[config.mk]
export PLATFORM = sky130hd
export DESIGN_NAME = display_scan
export DESIGN_NICKNAME = d
export VERILOG_FILES = /design/src/rtl/display_scan.sv
export SDC_FILE = /design/constraint.sdc
export NUM_CORES = 1
export LEC_CHECK = 0
export CORE_ASPECT_RATIO = 1.75
export CORE_UTILIZATION = 59
export CTS_CLUSTER_SIZE = 16
export DETAILED_ROUTE_END_ITERATION = 10
export PLACE_DENSITY = 0.86
export SLEW_MARGIN = 15
export SYNTH_ARGS = -nofsm -noshare
export SYNTH_HDL_FRONTEND = slang
export SYNTH_SLANG_ARGS = --single-unit
[constraint.sdc]
create_clock -name clk -period 4.7 [get_ports clk]
set_input_delay 0.94 -clock clk [delete_from_list [all_inputs] [get_ports clk]]
set_output_delay 0.94 -clock clk [all_outputs]
set_load 0.1 [all_outputs]
[src/rtl/display_scan.sv]
// display_scan: time-multiplexed digit scanner for a common-anode
// multi-digit seven-segment display.
//
// Once per frame the packed digit values and decimal-point requests are
// snapshotted. The scanner then steps through the digits one slot at a time.
// Each slot is REFRESH_DIV cycles: BLANK_CYCLES with every anode off to
// avoid ghosting, then the selected digit is shown with its anode driven low.
//
// Ports
//   clk, rst_n   clock (rising edge), asynchronous active-low reset
//   en           scan enable; 0 keeps the display dark
//   digits_in    packed nibbles, nibble i = digit i (digit 0 is rightmost)
//   dp_in        per-digit decimal point request, active high
//   lz_blank_en  leading-zero suppression enable (static config, used live)
//   digit_data   selected digit value, to the hex-to-7seg decoder
//   anodes       digit enables, active low, at most one low at a time
//   dp_n         decimal point segment, active low
//   frame_start  one-cycle pulse whenever a new snapshot is taken

// Per-digit leading-zero stage: this digit and every digit above it are zero.
module display_scan_digit (
  input  logic [3:0] nib,
  input  logic       upper_zero,
  output logic       all_zero
);
  assign all_zero = upper_zero & (nib == 4'h0);
endmodule

module display_scan #(
  parameter int NUM_DIGITS   = 4,
  parameter int REFRESH_DIV  = 100000,
  parameter int BLANK_CYCLES = 1000
) (
  input  logic                    clk,
  input  logic                    rst_n,
  input  logic                    en,
  input  logic [4*NUM_DIGITS-1:0] digits_in,
  input  logic [NUM_DIGITS-1:0]   dp_in,
  input  logic                    lz_blank_en,
  output logic [3:0]              digit_data,
  output logic [NUM_DIGITS-1:0]   anodes,
  output logic                    dp_n,
  output logic                    frame_start
);

  localparam int CW          = $clog2(REFRESH_DIV);
  localparam int IW          = $clog2(NUM_DIGITS);
  localparam int SHOW_CYCLES = REFRESH_DIV - BLANK_CYCLES;

  localparam logic [CW-1:0] BLANK_LAST = CW'(BLANK_CYCLES - 1);
  localparam logic [CW-1:0] SHOW_LAST  = CW'(SHOW_CYCLES - 1);
  localparam logic [IW-1:0] IDX_LAST   = IW'(NUM_DIGITS - 1);

  typedef enum logic [1:0] {IDLE, BLANK, SHOW} state_t;

  state_t                       state, state_d;
  logic [IW-1:0]                idx, idx_d;
  logic [CW-1:0]                cnt, cnt_d;
  logic [NUM_DIGITS-1:0][3:0]   snap, snap_d;
  logic [NUM_DIGITS-1:0]        snap_dp, snap_dp_d;
  logic                         fs_d;

  // Suppression chain runs from the top digit down; digit 0 never blanks.
  logic [NUM_DIGITS:1]          zchain;
  logic [NUM_DIGITS-1:0]        sup;
  logic                         cur_sup;

  assign zchain[NUM_DIGITS] = 1'b1;
  assign sup[0]             = 1'b0;

  genvar i;
  generate
    for (i = 1; i < NUM_DIGITS; i++) begin : g_dig
      display_scan_digit u_dig (
        .nib        (snap[i]),
        .upper_zero (zchain[i+1]),
        .all_zero   (zchain[i])
      );
      assign sup[i] = zchain[i];
    end
  endgenerate

  assign cur_sup = lz_blank_en & sup[idx];

  always_ff @(posedge clk or negedge rst_n) begin
    if (!rst_n) begin
      state       <= IDLE;
      idx         <= '0;
      cnt         <= '0;
      snap        <= '0;
      snap_dp     <= '0;
      frame_start <= 1'b0;
    end else begin
      state       <= state_d;
      idx         <= idx_d;
      cnt         <= cnt_d;
      snap        <= snap_d;
      snap_dp     <= snap_dp_d;
      frame_start <= fs_d;
    end
  end

  always_comb begin
    state_d   = state;
    idx_d     = idx;
    cnt_d     = cnt;
    snap_d    = snap;
    snap_dp_d = snap_dp;
    fs_d      = 1'b0;
    // Dropping en wins over everything; the snapshot is kept.
    if (!en) begin
      state_d = IDLE;
      idx_d   = '0;
      cnt_d   = '0;
    end else begin
      case (state)
        IDLE: begin
          state_d   = BLANK;
          idx_d     = '0;
          cnt_d     = '0;
          snap_d    = digits_in;
          snap_dp_d = dp_in;
          fs_d      = 1'b1;
        end
        BLANK: begin
          if (cnt == BLANK_LAST) begin
            state_d = SHOW;
            cnt_d   = '0;
          end else begin
            cnt_d = cnt + 1'b1;
          end
        end
        SHOW: begin
          if (cnt == SHOW_LAST) begin
            state_d = BLANK;
            cnt_d   = '0;
            if (idx == IDX_LAST) begin
              // Frame boundary: fresh snapshot keeps the display tear-free.
              idx_d     = '0;
              snap_d    = digits_in;
              snap_dp_d = dp_in;
              fs_d      = 1'b1;
            end else begin
              idx_d = idx + 1'b1;
            end
          end else begin
            cnt_d = cnt + 1'b1;
          end
        end
        default: state_d = IDLE;
      endcase
    end
  end

  // Output decode from registered state only (plus the static lz config).
  always_comb begin
    digit_data = 4'h0;
    anodes     = '1;
    dp_n       = 1'b1;
    case (state)
      BLANK: digit_data = snap[idx];
      SHOW: begin
        digit_data = snap[idx];
        if (!cur_sup) begin
          anodes[idx] = 1'b0;
          dp_n        = ~snap_dp[idx];
        end
      end
      default: ;
    endcase
  end

endmodule

=== Word level (Yosys, flattened, before mapping) ===
Index checks and enable logic that the tools add are counted.

* Bitwise operators: 5
* Divide/modulo/power cells: 0
* Mux-type cells: 35
* Reduce and logical (&&, ||, !) cells: 10
* Multiply operators: 0
* $lt $le $gt $ge: 2
* Shifts and indexed selects: 0
* Eq/ne operators: 11
* Add/subtract/negate cells: 2

{| class="wikitable"
|+ Operators by type and width
! operator !! number
|-
| two-way mux 17 bit || 3
|-
| one-hot mux 17 bit (3 select lines) || 1
|-
| two-way mux 16 bit || 2
|-
| one-hot mux 16 bit (2 select lines) || 1
|-
| two-way mux 4 bit || 6
|-
| adder 17 x 1 -> 17 bit, second input constant || 1
|-
| equality test 17 x 10 -> 1 bit, second input constant || 1
|-
| equality test 17 bit, second input constant || 1
|-
| logical NOT 4 bit || 3
|-
| two-way mux 2 bit || 6
|-
| binary-select mux 4 bit (select 2 bit) || 1
|-
| two-way mux 1 bit || 8
|-
| one-hot mux 4 bit (2 select lines) || 1
|-
| inequality test 3 bit, second input constant || 2
|-
| one-hot mux 2 bit (3 select lines) || 1
|-
| binary-select mux 1 bit (select 2 bit) || 2
|-
| equality test 2 bit, second input constant || 2
|-
| inequality test 2 bit, second input constant || 2
|-
| inequality test 4 x 1 -> 1 bit, second input constant || 1
|-
| inverter 4 bit || 1
|-
| one-hot mux 2 bit (2 select lines) || 1
|-
| AND reduction 2 bit || 2
|-
| AND reduction 4 bit || 1
|-
| AND 1 bit || 3
|-
| 12 further kinds || 12
|}

* Memories kept: 0
* Flip-flop bits (word level): 42
* Memory bits (read-only): 0
* Input bits: 24
* Bits in writable memories: 0
* Output and inout port bits: 10
* Latch bits: 0

=== Logic depth before layout (Yosys ltp) ===
* Depth in word-level cells: 8
* Gate-level depth with buffers: 8
* Mapped depth without buffers: 7

=== Hierarchy ===
From an unflattened synthesis, not the netlist that was laid out.

* Cell total of the unflattened synthesis: 216
* Area total of the unflattened synthesis: 2,417.3 um^2

{| class="wikitable"
|+ By module, submodules not included
! module !! cells an instance !! times used !! sequential area each (um^2) !! area an instance (um^2)
|-
| display_scan || 210 || 1 || 1,051.0 || 2,361.0
|-
| display_scan_digit || 2 || 3 || 0.0 || 18.8
|}

=== Least setup slack after synthesis ===
Ideal clock, no wire load.

* Path type: reg-to-output
* From: register idx[0]
* To: output dp_n
* Slack: 1,816 ps
* Cell stages (with the launch flop): 4
* Data arrival time: 1,944 ps
* Required time: 3,760 ps
* Path through: dfrtp_1 > clkbuf_1 > mux4_2 > nand2_1

* Word-level cells in the longest chain between the ends: 5

{| class="wikitable"
|+ RTL lines
! element !! line !! source
|-
| from (decl) || 57 || <nowiki>logic [IW-1:0] idx, idx_d;</nowiki>
|-
| from (signal assigned) || 95 || <nowiki>idx <= idx_d;</nowiki>
|-
| binary-select mux 1 bit (select 2 bit), on equally long branches || 83, 166 ||
|-
| two-way mux 1 bit, on equally long branches || 83, 166 ||
|-
| AND 1 bit / inverter 1 bit (equally long branches) || 83, 166 ||
|-
| two-way mux 1 bit * || 164 || <nowiki>if (!cur_sup) begin</nowiki>
|-
| two-way mux 1 bit * || 160 || <nowiki>case (state)</nowiki>
|-
| to (decl) || 42 || <nowiki>output logic dp_n,</nowiki>
|}

Every way passes the cells marked *; elsewhere a longest branch is shown, timed or not. The select of a mux whose other input is x is not followed.

=== Final worst setup path ===
* From: register idx[0]
* To: output digit_data[3]

* Word-level cells in the longest chain between the ends: 3

{| class="wikitable"
|+ RTL lines
! element !! line !! source
|-
| binary-select mux 4 bit (select 2 bit) || 161, 163 ||
|-
| two-way mux 4 bit (implied by the code) || 161, 163 ||
|-
| two-way mux 4 bit || n/a ||
|-
| to (decl) || 40 || <nowiki>output logic [3:0] digit_data,</nowiki>
|}

Every way passes these cells. The select of a mux whose other input is x is not followed.

==> impl_metrics.tcl <==
set metrics [dict create \
    status "finished clean" \
    drive_above_1_share_pct 18.4 \
    clkPwrFrac_pct 21.1 \
    row_count 30 \
    internal_power_mw 0.992 \
    synth_top_area_share_pct 43.1 \
    grt_pass1_wl_mm 9.36 \
    numPortBuffers 33 \
    cp_data_required_time_ns 3.76 \
    synth-edff-count 0 \
    p_sw_share_pct 39.7 \
    synth_cell_types 43 \
    pre_cts_slack_ns 1.37 \
    synthTopCellsByArea "dfrtp_1 (43%), mux2_4 (12%), ha_1 (4.6%)" \
    die_y_um 87.0 \
    yosys_warnings 0 \
    insertion_delay_ns 0.30 \
    fmax_ghz 0.273 \
    dr.pass1.iters 4 \
    antenna_found_initial 0 \
    nets 288 \
    dieArea_mm2 0.00440 \
    io_pins 34 \
    worstPathArrival_ns 2.72 \
    crit_path_top_delay_cell "clkdlybuf4s50_1" \
    post-cts-setup-buffer-count 0 \
    synthTopCellsByCount "dfrtp_1 (42), nand2_1 (22), mux2_4 (20)" \
    synthCells 224 \
    ys_ff_latch 42 \
    seq_area_frac_synth_pct 43.1 \
    postCtsHoldBufs 0 \
    design_area_mm2 0.00289 \
    yosys_most_used_dff "dfrtp_1" \
    num_vias 1892 \
    syn_area_per_cell_um2 10.9 \
    grt_setup_unrepaired "false" \
    syn_nets 257 \
    cpPeakStageDelay_ns 0.96 \
    combPwrFrac_pct 44.3 \
    setup_slack_ns 1.04 \
    first_global_vias 2080 \
    routed_wirelength_mm 5.52 \
    worst_slew_pin_slew_ns 1.16 \
    grt-ovfl-total 0 \
    core_area_mm2 0.00390 \
    cts_root_buf "clkbuf_8" \
    crit_buf_inv 1 \
    dp_hpwl_mm 4.07 \
    cts.sinks 42 \
    place_area_mm2 0.00275 \
    grt_max_degree 43 \
    slew-limit-headroom_pct 21.8 \
    setup_tns_ns 0 \
    hp-class "reg -> reg" \
    place.gp.congestion 0.867 \
    avgRoutedWirePerCell_um 18.2 \
    p_per_area_mw_per_mm2 569 \
    cts_buffer_depth 2 \
    insertedDiodeCount 0 \
    ys_async_sr_fraction_pct 100 \
    path_clk_slew_ns 0.09 \
    synth_top_area_cell "dfrtp_1" \
    fillers 284 \
    leakagePower_nw 1.19 \
    power_frac_seq_pct 34.6 \
    start_util_pct 62.4 \
    hold_violations 0 \
    detail_route.iter0.violations 51 \
    path_class "reg -> out" \
    p_switching_mw 0.652 \
    synth.most_common_cell "dfrtp_1" \
    vdd_drop_max_uv 503 \
    antenna_left 0 \
    htreeDepth 2 \
    cts_tree "done" \
    grt_use_total_pct 28.8 \
    path_cells "mux4_2 -> and2_1 -> clkdlybuf4s50_1" \
    max-cap-violations 0 \
    crit_family "buffers and inverters" \
    clock_skew_ns 0.00795 \
    syn_area_mm2 0.00244 \
    area_delta_synth_final_pct 18.6 \
    drc 0 \
    setup_viol 0 \
    drv_slew 0 \
    die_width_um 50.6 \
    startpoint_type "register" \
    via_per_inst 6.22 \
    period_needed_ns 3.66 \
    fin_crit_sh_pct 77.9 \
    critPathMaxFanout 12 \
    numCtsBuffers 5 \
    endpoint_kind "output port" \
    cts_resized 0 \
]
## power by group through the flow
| stage | Clock [mW] | Combinational [mW] | Sequential, mW |
|---|---|---|---|
| after global routing | 0.363 | 0.769 | 0.578 |
| after floorplan | 0 | 0.577 | 0.543 |
| after detailed placement | 0 | 0.727 | 0.570 |
| after CTS | 0.351 | 0.731 | 0.565 |
| after global placement | 0 | 0.705 | 0.565 |
| final | 0.347 | 0.728 | 0.569 |
## area by class of cell
class / count / area (um^2) / area share (%)
clock buffers: 5 / 68.8 / 2.38
clock inverters: 3 / 68.8 / 2.38
inverters: 10 / 37.5 / 1.30
multi-input cells: 162 / 1280 / 44.3
flip-flops and latches: 42 / 1050 / 36.4
well taps: 48 / 60.1 / 2.08
repair buffers: 34 / 323 / 11.2
## final timing paths
kind | start | to | slack, ns | cells after the start
worst min register to register | cnt[0]$_DFFE_PN0P_ | cnt[0]$_DFFE_PN0P_ | 0.50 | 1
worst min-delay path | cnt[0]$_DFFE_PN0P_ | cnt[0]$_DFFE_PN0P_ | 0.50 | 1
worst max-delay path | idx[0]$_DFFE_PN0P_ | digit_data[3] | 1.04 | 3
max in group asynchronous | rst_n | snap[10]$_DFFE_PN0P_ | 3.34 | 1
worst max register to register | cnt[14]$_DFFE_PN0P_ | cnt[6]$_DFFE_PN0P_ | 2.18 | 5
min in group asynchronous | rst_n | state[1]$_DFFE_PN0P_ | 0.77 | 1
## state kept, by name (all words and copies together) (netlist names)
register,flops
frame_start,1
idx,2
snap_dp,4
snap,16
cnt,17
state,2
## through the flow
stage / instances / hold WS (ns) / utilization [%] / power (mW)
6_report: 304 / 0.503 / 74.0 / 1.64
5_1_grt: 304 / 0.552 / 74.0 / 1.71
4_1_cts: 304 / 0.511 / 74.0 / 1.65
3_5_place_dp: 296 / 0.500 / 70.5 / 1.30
3_3_place_gp: 296 / 0.490 / 70.5 / 1.27
2_1_floorplan: 224 / 0.464 / - / 1.12
## metal layers
layer / part of all wire (%) / vias to the layer above / routed length, um / global-route usage (%)
li1: - / 871 / - / -
met1: 37 / 940 / 2050 / 29.2
met2: 56 / 59 / 3100 / 54.7
met3: 3.3 / 22 / 184 / 5.58
met4: 3.4 / 0 / 186 / 13.4
met5: 0 / - / 0 / 0
## logic make-up (layout without fill, tap and decap cells)
kind of cell	after synthesis	count (layout)	synth area share, %
AOI/OAI and AO/OA	38	38	9.25
adders and majority gates	9	9	4.62
buffers and inverters	20	52	4.26
DFF	42	42	43.1
xor gates and xnor gates	8	8	2.88
muxes	25	25	16.9
and+or+nand+nor	82	82	18.9
## placed cells by master (no fill, tap or decap), drive strengths merged, types with 5 or more instances in the layout
master	synthesis	routed
a21oi	14	14
nand4	6	6
buf	6	6
nor2	8	8
xnor2	8	8
clkdlybuf4s50	0	28
and2	5	5
ha	9	9
mux2	20	20
mux4	5	5
nor3	8	8
inv	10	10
o21ai	10	10
nand2	23	23
nand3	9	9
dfrtp	42	42
clkbuf	4	5
Note: power is estimated with default switching activity, not from simulation.
